<file path="src/rtl/fir_output_verifier.sv">
// fir_output_verifier
//
// Checks the output stream of a FIR filter against a linear ramp.
// A run starts with a one-cycle start pulse. The first SKIP valid samples
// are discarded as filter warm-up. The next DEPTH valid samples are compared
// against exp(i) = BASE + i*STEP, wrapped to 16 bits. A sample mismatches
// when it differs from exp(i) by more than TOLERANCE.
//
// Ports
//   system1000      clock (single domain)
//   system1000_rst  synchronous active-high reset
//   start           one-cycle run request; ignored while busy
//   result          signed 16-bit FIR output sample
//   result_valid    qualifies result
//   busy            high while skipping or checking
//   done            run finished; held until the next start or reset
//   pass            done with zero mismatches
//   error_count     saturating mismatch count
//   sample_index    index of the next compared sample
//
// Optional feature (macro FIR_OUTPUT_VERIFIER_FIRST_FAIL_EN)
//   first_fail_valid  a mismatch has been captured in this run
//   first_fail_index  sample index of the first mismatch
//   first_fail_value  received value of the first mismatch
module fir_output_verifier #(
    parameter int                 DEPTH     = 16,
    parameter int                 SKIP      = 4,
    parameter logic signed [15:0] BASE      = 16'sd0,
    parameter logic signed [15:0] STEP      = 16'sd100,
    parameter int                 TOLERANCE = 0
) (
    input  logic               system1000,
    input  logic               system1000_rst,
    input  logic               start,
    input  logic signed [15:0] result,
    input  logic               result_valid,
    output logic               busy,
    output logic               done,
    output logic               pass,
    output logic [7:0]         error_count,
    output logic [7:0]         sample_index
`ifdef FIR_OUTPUT_VERIFIER_FIRST_FAIL_EN
    ,
    output logic               first_fail_valid,
    output logic [7:0]         first_fail_index,
    output logic signed [15:0] first_fail_value
`endif
);

    localparam logic [7:0]  LAST_IDX  = 8'(DEPTH - 1);
    localparam logic [7:0]  SKIP_LAST = 8'(SKIP - 1);
    localparam logic [16:0] TOL_MAG   = 17'(TOLERANCE);

    typedef enum logic [1:0] {
        ST_IDLE,
        ST_SKIP,
        ST_CHECK,
        ST_DONE
    } state_t;

    state_t             state;
    logic [7:0]         skip_count;
    // Running expected value: advancing by STEP per compared sample gives
    // BASE + i*STEP wrapped to 16 bits without needing a multiplier.
    logic signed [15:0] expected;

    logic signed [16:0] diff;
    logic [16:0]        diff_mag;
    logic               mismatch;
    logic [7:0]         error_next;

    // Compare the incoming sample with the expected value. Both operands are
    // sign-extended to 17 bits so the difference can never overflow; the
    // magnitude is then held as a 17-bit unsigned value (max 65535).
    always_comb begin
        diff       = {result[15], result} - {expected[15], expected};
        diff_mag   = diff[16] ? -diff : diff;
        mismatch   = diff_mag > TOL_MAG;
        error_next = error_count;
        if (mismatch && (error_count != 8'hFF)) begin
            error_next = error_count + 8'd1;
        end
    end

    // Run controller. All outputs are registered here so that counts appear
    // one cycle after the sample that caused them, and done/pass appear on
    // the cycle after the last compared sample.
    always_ff @(posedge system1000) begin
        if (system1000_rst) begin
            state        <= ST_IDLE;
            busy         <= 1'b0;
            done         <= 1'b0;
            pass         <= 1'b0;
            error_count  <= 8'd0;
            sample_index <= 8'd0;
            skip_count   <= 8'd0;
            expected     <= BASE;
`ifdef FIR_OUTPUT_VERIFIER_FIRST_FAIL_EN
            first_fail_valid <= 1'b0;
            first_fail_index <= 8'd0;
            first_fail_value <= 16'sd0;
`endif
        end else begin
            case (state)
                ST_IDLE, ST_DONE: begin
                    if (start) begin
                        error_count  <= 8'd0;
                        sample_index <= 8'd0;
                        skip_count   <= 8'd0;
                        expected     <= BASE;
                        done         <= 1'b0;
                        pass         <= 1'b0;
                        busy         <= 1'b1;
                        state        <= (SKIP == 0) ? ST_CHECK : ST_SKIP;
`ifdef FIR_OUTPUT_VERIFIER_FIRST_FAIL_EN
                        first_fail_valid <= 1'b0;
                        first_fail_index <= 8'd0;
                        first_fail_value <= 16'sd0;
`endif
                    end
                end
                ST_SKIP: begin
                    if (result_valid) begin
                        skip_count <= skip_count + 8'd1;
                        if (skip_count == SKIP_LAST) begin
                            state <= ST_CHECK;
                        end
                    end
                end
                ST_CHECK: begin
                    if (result_valid) begin
                        error_count  <= error_next;
                        sample_index <= sample_index + 8'd1;
                        expected     <= expected + STEP;
`ifdef FIR_OUTPUT_VERIFIER_FIRST_FAIL_EN
                        if (mismatch && !first_fail_valid) begin
                            first_fail_valid <= 1'b1;
                            first_fail_index <= sample_index;
                            first_fail_value <= result;
                        end
`endif
                        if (sample_index == LAST_IDX) begin
                            state <= ST_DONE;
                            busy  <= 1'b0;
                            done  <= 1'b1;
                            pass  <= (error_next == 8'd0);
                        end
                    end
                end
                default: begin
                    state <= ST_IDLE;
                    busy  <= 1'b0;
                end
            endcase
        end
    end

endmodule

</file>
<file path="config.mk">
export PLATFORM = sky130hd
export DESIGN_NAME = fir_output_verifier
export DESIGN_NICKNAME = d
export VERILOG_FILES = /design/src/rtl/fir_output_verifier.sv
export SDC_FILE = /design/constraint.sdc
export NUM_CORES = 1
export LEC_CHECK = 0
export ABC_AREA = 1
export BUFFER_PORTS_ARGS = -buffer_cell sky130_fd_sc_hd__buf_2
export CAP_MARGIN = 10
export CORE_ASPECT_RATIO = 1.1
export CORE_MARGIN = 2
export CORE_UTILIZATION = 60
export DETAILED_ROUTE_END_ITERATION = 8
export GPL_TIMING_DRIVEN = 0
export MAX_ROUTING_LAYER = met4
export PLACE_DENSITY = 0.81
export SLEW_MARGIN = 40
export SYNTH_ARGS = -nofsm -noshare
export SYNTH_HDL_FRONTEND = slang
export SYNTH_SLANG_ARGS = --single-unit
</file>
<file path="constraint.sdc">
create_clock -name system1000 -period 4.1 [get_ports system1000]
set_clock_uncertainty 0.15 [all_clocks]
set_input_delay 0.82 -clock system1000 [delete_from_list [all_inputs] [get_ports system1000]]
set_output_delay 0.82 -clock system1000 [all_outputs]
set_load 0.02 [all_outputs]
</file>
==> results of run 1 <==
worst register-to-register path, cell delays in order, from the launching register on:
cell      delay, ns
dfxtp_1        0.37
inv_1          0.08
ha_1           0.44
nand2_2        0.11
nor2_2         0.13
nand2_1        0.09
nand3_2        0.11
nand2_1        0.09
nand3_1        0.09
nand2_1        0.11
nor2_1         0.19
nand3_2        0.13
nand3b_1       0.11
nand2_1        0.06
nor2_1         0.15
nand2_1        0.08
nor2_2         0.15
nand2_4        0.11
nand2_2        0.09
buf_6          0.15
nand2_1        0.07
o21ai_2        0.08
inv_2          0.04
nand3_1        0.08
nor2_1         0.05
nor2_1         0.08
nor2_1         0.04
kinds of logic after synthesis:
group / after synthesis / synth area share, %
XOR/XNOR: 8 / 2.079
adder cells (fa/ha/maj): 22 / 7.377
AND/OR/NAND/NOR: 354 / 42.76
buffers and inverters: 115 / 12.11
flip-flops: 43 / 23.07
AO/OA/AOI/OAI: 85 / 12.51
other: 1 / 0.1005
flip-flops by register name, summed over array words and instances (netlist names):
signal	cells
error_count	8
done	1
busy	1
skip_count	8
expected	14
state	2
pass	1
sample_index	8
power by group:
group	total (mW)	internal [mW]	switching, mW
clock	0.319	0.179	0.140
sequential	0.507	0.468	0.0389
combinational	0.948	0.287	0.661
per-stage QoR:
stage / util (%) / worst slack [ns]
after detailed placement: 66.13 / 0.1820
after floorplan: - / 0.6833
final: 67.82 / 0.3919
after global routing: 67.82 / 0.1450
after CTS: 67.82 / 0.4718
after global placement: 66.13 / 0.2491
routing by layer:
layer / global-route usage, % / up-vias / part of all wire (%)
li1: - / 2083 / -
met3: 3.021 / 15 / 3.3
met1: 27.35 / 1787 / 41
met5: - / - / 0
met2: 53.39 / 74 / 54
met4: 9.561 / 0 / 2.1
cells in the mapped netlist, drive strengths merged (2+ instances only):
master / number
xnor2: 2
nand2: 202
nand3b: 4
o21ai: 30
xor2: 6
a31oi: 2
nor4: 3
nor3: 11
dfxtp: 43
nor2: 68
buf: 2
inv: 109
or2: 2
a211oi: 2
ha: 22
nand4: 11
a21oi: 46
nand3: 51
clkbuf: 4
worst max path at each step:
| stage | end | slack [ns] |
|---|---|---|
| after floorplan | pass$_SDFFE_PP0P_ | 0.68 |
| after global placement | pass$_SDFFE_PP0P_ | 0.25 |
| after detailed placement | pass$_SDFFE_PP0P_ | 0.18 |
| after CTS | pass$_SDFFE_PP0P_ | 0.47 |
| after global routing | pass$_SDFFE_PP0P_ | 0.14 |
| final | pass$_SDFFE_PP0P_ | 0.39 |
layout make-up:
type / count / area (sq um) / share of cell area, %
multi-input combinational: 470 / 2419 / 58.65
sequential: 43 / 860.8 / 20.87
inverter: 109 / 414.1 / 10.04
timing repair buffer: 38 / 190.2 / 4.612
tap: 80 / 100.1 / 2.427
clock buffer: 6 / 72.57 / 1.760
buffer: 6 / 37.54 / 0.9102
clock inverter: 1 / 30.03 / 0.7282
==> results.toml, run 1 <==
[critical_path]
cp.depth = 26
crit_family = "simple AND/OR/NAND/NOR gates"
crit_buf_inv = 3
path_common_cell = "nand2_1"
cp-start-kind = "input pin"
crit_path_top_delay_cell = "ha_1"
crit_path_max_incr_delay_ns = 0.43
crit_start = "result[3]"
crit_path_end_kind = "register"
rrSetupSlack_ns = 0.55
critical_path_class = "in2reg"
cp_max_fo = 10
regToRegEndpoint = "pass$_SDFFE_PP0P_"
r2r-start = "expected[3]$_SDFFE_PP0P_"
cp.required_ns = 4.12
worstRegToRegCells = 26
cp.arrival_ns = 3.72

[die]
initial_utilization_pct = 61.36
die_w_microns = 79.19
fp.dieArea_sq_um = 6866
ios = 39
die_y_microns = 86.71
rows = 30
core_area_sq_um = 6081

[routing]
drt-wirelength-per-cell_microns = 11.83
drt_iter0_markers = 170
drt_wl_total_microns = 8906
route.detailed.drc = 0
ant_nets = 0
viasPerCell = 5.258
first_pass_iters = 5
vias = 3959

[timing]
relSlewSlack_pct = 59.82
hold_viol = 0
max_clock_freq_mhz = 269.7
worst_slew_pin_slew_ns = 0.5987
min_period_ns = 3.708
setup_viol = 0
holdWs_ns = 0.3302
min_period_over_period_pct = 90.44
rsz0062_at_grt = "no"
slew_violations = 0
finalSetupTns_ns = 0

[yosys]
synth.distinct_cells = 37
synth_top_area_share_pct = 23.07
async_flop_share_pct = 0
seq_area_frac_synth_pct = 23.07
ys_seq_elements = 43
ys.flop_type = "dfxtp_1"
postSynthCellCount = 628
ys_warn_count = 0
syn_area_per_cell_sq_um = 5.941
synth_top_cell_by_area = "dfxtp_1"
synth_edf_count = 0
synth_nets = 670
syn-cell-area_sq_um = 3731
netlist_top_cells_area = "dfxtp_1, nand2_1, inv_1"

[power_and_ir_drop]
irDropWorstVdd_mv = 0.4521
p_leak_nw = 2.081
fin_total_pwr_mw = 1.774
powerDensity_nw_per_um2 = 430.1

[grt]
grt_max_degree = 13
gr-total-overflow = 0
antenna_found_initial = 0
grt_pass1_wl_microns = 14820
grtUsageTotal_pct = 27.15
grt_pass1_vias = 3676

[placement]
port_buffers = 38
place_congestion = 0.8546
dp_hpwl_microns = 7154
dpl_cell_area_sq_um = 4021
dpl.cell_count = 746

[clock_network]
path_clk_slew_ns = 0.08
cts_buffers = 5
cts_buffer_depth = 2
post_cts_resized = 0
clock_tree.htree_level_count = 2
clock-sinks = 43
post-cts-setup-buffers = 0
clk_latency_ns = 0.29
cts_tree = "built"
cts_hold_buf = 0
clockRootBuffer = "clkbuf_8"

[finish]
area_growth_pct = 10.53
final_cells = 753
fillers = 575
mostFrequentLayoutCells = "nand2_1, inv_1, nor2_1"
final_common_cell = "nand2_1"
design_area_sq_um = 4124
drive_gt1_share_pct = 14.41
antennaDiodeCount = 0
nets = 715

[flow_run]
maxCapViolCount = 0

[outcome]
status = "completed"

[min_path]
holdPathStages = 1
holdCritPathClass = "reg2reg"
whs_endpoint = "expected[5]$_SDFFE_PP0P_"
min_from = "expected[5]$_SDFFE_PP0P_"
Note: power is estimated with default switching activity, not from simulation.
==> inputs of run 2 (changes only) <==
--- a/config.mk
+++ b/config.mk
@@ -5,17 +5,16 @@
 export SDC_FILE = /design/constraint.sdc
 export NUM_CORES = 1
 export LEC_CHECK = 0
-export ABC_AREA = 1
 export BUFFER_PORTS_ARGS = -buffer_cell sky130_fd_sc_hd__buf_2
 export CAP_MARGIN = 10
 export CORE_ASPECT_RATIO = 1.1
 export CORE_MARGIN = 2
 export CORE_UTILIZATION = 60
+export CTS_CLUSTER_SIZE = 20
 export DETAILED_ROUTE_END_ITERATION = 8
 export GPL_TIMING_DRIVEN = 0
 export MAX_ROUTING_LAYER = met4
 export PLACE_DENSITY = 0.81
-export SLEW_MARGIN = 40
 export SYNTH_ARGS = -nofsm -noshare
 export SYNTH_HDL_FRONTEND = slang
 export SYNTH_SLANG_ARGS = --single-unit
==> results.toml, run 2 <==
[outcome]
status = "finished, violations left"
violations = "setup timing"

[yosys]
seq_area_frac_synth_pct = 24.12
syn_area_per_cell_sq_um = 7.707
netlist_top_cells_area = "dfxtp_1, ha_1, nor2_1"
postSynthCellCount = 463
synth_top_area_share_pct = 24.12
synth.most_common_cell = "nor2_1"
syn-cell-area_sq_um = 3568
synth.top_cells.by_count = "nor2_1, dfxtp_1, nand2_1"
ys.flop_type = "dfxtp_1"
synth_edf_count = 0
synth_nets = 505
ys_warn_count = 0
synth.distinct_cells = 78
ys_seq_elements = 43
async_flop_share_pct = 0
synth_top_cell_by_area = "dfxtp_1"

[routing]
drt_wl_total_microns = 10170
viasPerCell = 6.247
drt-wirelength-per-cell_microns = 16.87
drt_iter0_markers = 269
route.detailed.drc = 0
vias = 3767
first_pass_iters = 5
ant_nets = 0

[finish]
drive_gt1_share_pct = 25.29
largest_reg_flops = 14
antennaDiodeCount = 0
nets = 567
mostFrequentLayoutCells = "nor2_1, dfxtp_1, buf_2"
final_common_cell = "nor2_1"
regMostFlops = "expected"
fin_util_pct = 78.38
design_area_sq_um = 4522
final_cells = 603
area_growth_pct = 26.72

[grt]
grt_pass1_vias = 3598
grtUsageTotal_pct = 28.94
gr-total-overflow = 0
antenna_found_initial = 0
grt_pass1_wl_microns = 15450
grt_max_degree = 14

[clock_network]
cts_buffer_depth = 2
cts_tree = "built"
clock_tree.htree_level_count = 2
clock-sinks = 43
path_clk_slew_ns = 0.09
clk_latency_ns = 0.30
clockRootBuffer = "clkbuf_8"
cts_buffers = 5

[timing]
worst_slew_pin_slew_ns = 0.7327
setup_viol = 8
worst_slack_ns = -0.1298
min_period_over_period_pct = 103.2
hold_viol = 0
max_clock_freq_mhz = 236.4
slew_violations = 0
min_period_ns = 4.230
relSlewSlack_pct = 51.15
holdWs_ns = 0.3531
rsz0062_at_grt = "yes"

[die]
rows = 29
fp.dieArea_sq_um = 6581
die_w_microns = 77.53
core_area_sq_um = 5769
ios = 39
die_y_microns = 84.89
initial_utilization_pct = 61.85

[critical_path]
cp.required_ns = 4.15
cp-start-kind = "input pin"
path_common_cell = "buf_2"
crit_chain = "buf_2, ha_1, buf_2, nand4_1, nor2_1, o211ai_1, a21o_4, buf_4, o221ai_1, a32o_2, o2111ai_4, a2111oi_4, a41o_1, mux2i_1, o21ai_1, a31o_1"
critical_path_class = "in2reg"
cp_max_fo = 7
crit_path_max_incr_delay_ns = 0.47
crit_path_end_kind = "register"
crit_path_top_delay_cell = "a2111oi_4"
cp.arrival_ns = 4.28

[placement]
dpl_cell_area_sq_um = 3850
port_buffers = 37
dp_hpwl_microns = 6480
place_congestion = 0.8944
dpl.cell_count = 577
dp_slack_ns = -0.5741

[power_and_ir_drop]
irDropWorstVdd_mv = 0.7033
p_leak_nw = 1.647
powerDensity_nw_per_um2 = 421.2

[flow_run]
maxCapViolCount = 0

[min_path]
holdCritPathClass = "reg2reg"
run 2: changes by cell type after synthesis, sizes merged, moves of 7 or more:
cell	before	now
nand3	51	19
o21ai	30	17
inv	109	26
xnor2	2	26
a211oi	2	9
a21oi	46	29
xor2	6	15
nand2	202	37
run 2: critical path, delay by kind of cell:
kind,cells,cell delay (ns)
muxes,1,0.20
adders and majority gates,1,0.26
buffers and inverters,3,0.43
and+or+nand+nor,2,0.31
AOI/OAI and AO/OA,9,2.26
run 2: power breakdown:
part	leakage, nW	internal [mW]	switching [mW]
Combinational	1.24	0.385	0.676
Sequential	0.348	0.460	0.0357
Clock	0.0612	0.197	0.151
run 2: cells by family after synthesis:
group           after synthesis  synth area share [%]
compound gates              117                 24.47
xor+xnor                     41                 10.27
fa+ha+maj                    22                 7.714
buf+inv                      42                 4.768
flops                        43                 24.12
mux                           6                 1.858
other cells                   1                0.1051
simple gates                191                 26.68
run 2: per-layer routing:
metal	vias up	routed length, microns	global-route usage [%]
met1	1797	4022	32.04
met4	0	363	10.23
met5	-	0	-
met2	122	5371	53.04
met3	39	415	3.830
li1	1809	-	-
run 2: worst paths after layout:
kind / depth (start not counted) / slack, ns / start / endpoint
setup / recovery: 16 / -0.13 / result[9] / pass$_SDFFE_PP0P_
setup reg to reg: 16 / -0.02 / expected[2]$_SDFFE_PP0P_ / pass$_SDFFE_PP0P_
hold / removal: 2 / 0.35 / done$_SDFFE_PP0P_ / done$_SDFFE_PP0P_
hold reg to reg: 2 / 0.35 / done$_SDFFE_PP0P_ / done$_SDFFE_PP0P_
run 2: timing repair:
action	CTS	global route
resized for setup	34	53
cloned	0	0
endpoints found under the setup margin	9	9
pin swaps	18	29
setup buffers	13	8
hold buffers	0	0
run 2: metrics by stage:
stage	total power, mW	TNS, ns
after floorplan	1.181	0
after global placement	1.345	-3.557
after detailed placement	1.372	-3.771
after CTS	1.767	-0.03603
after global routing	2.011	-2.050
final	1.904	-0.4425
run 2: area by class of cell:
type                            count  area, sq um
Clock buffer                        6        82.58
Tap cell                           77        96.34
Inverter                           26        97.59
Buffer                             13        65.06
Fill cell                         390         1247
Timing Repair Buffer               58        377.9
Multi-Input combinational cell    378         2907
Sequential cell                    43        860.8
Clock inverter                      2        35.03
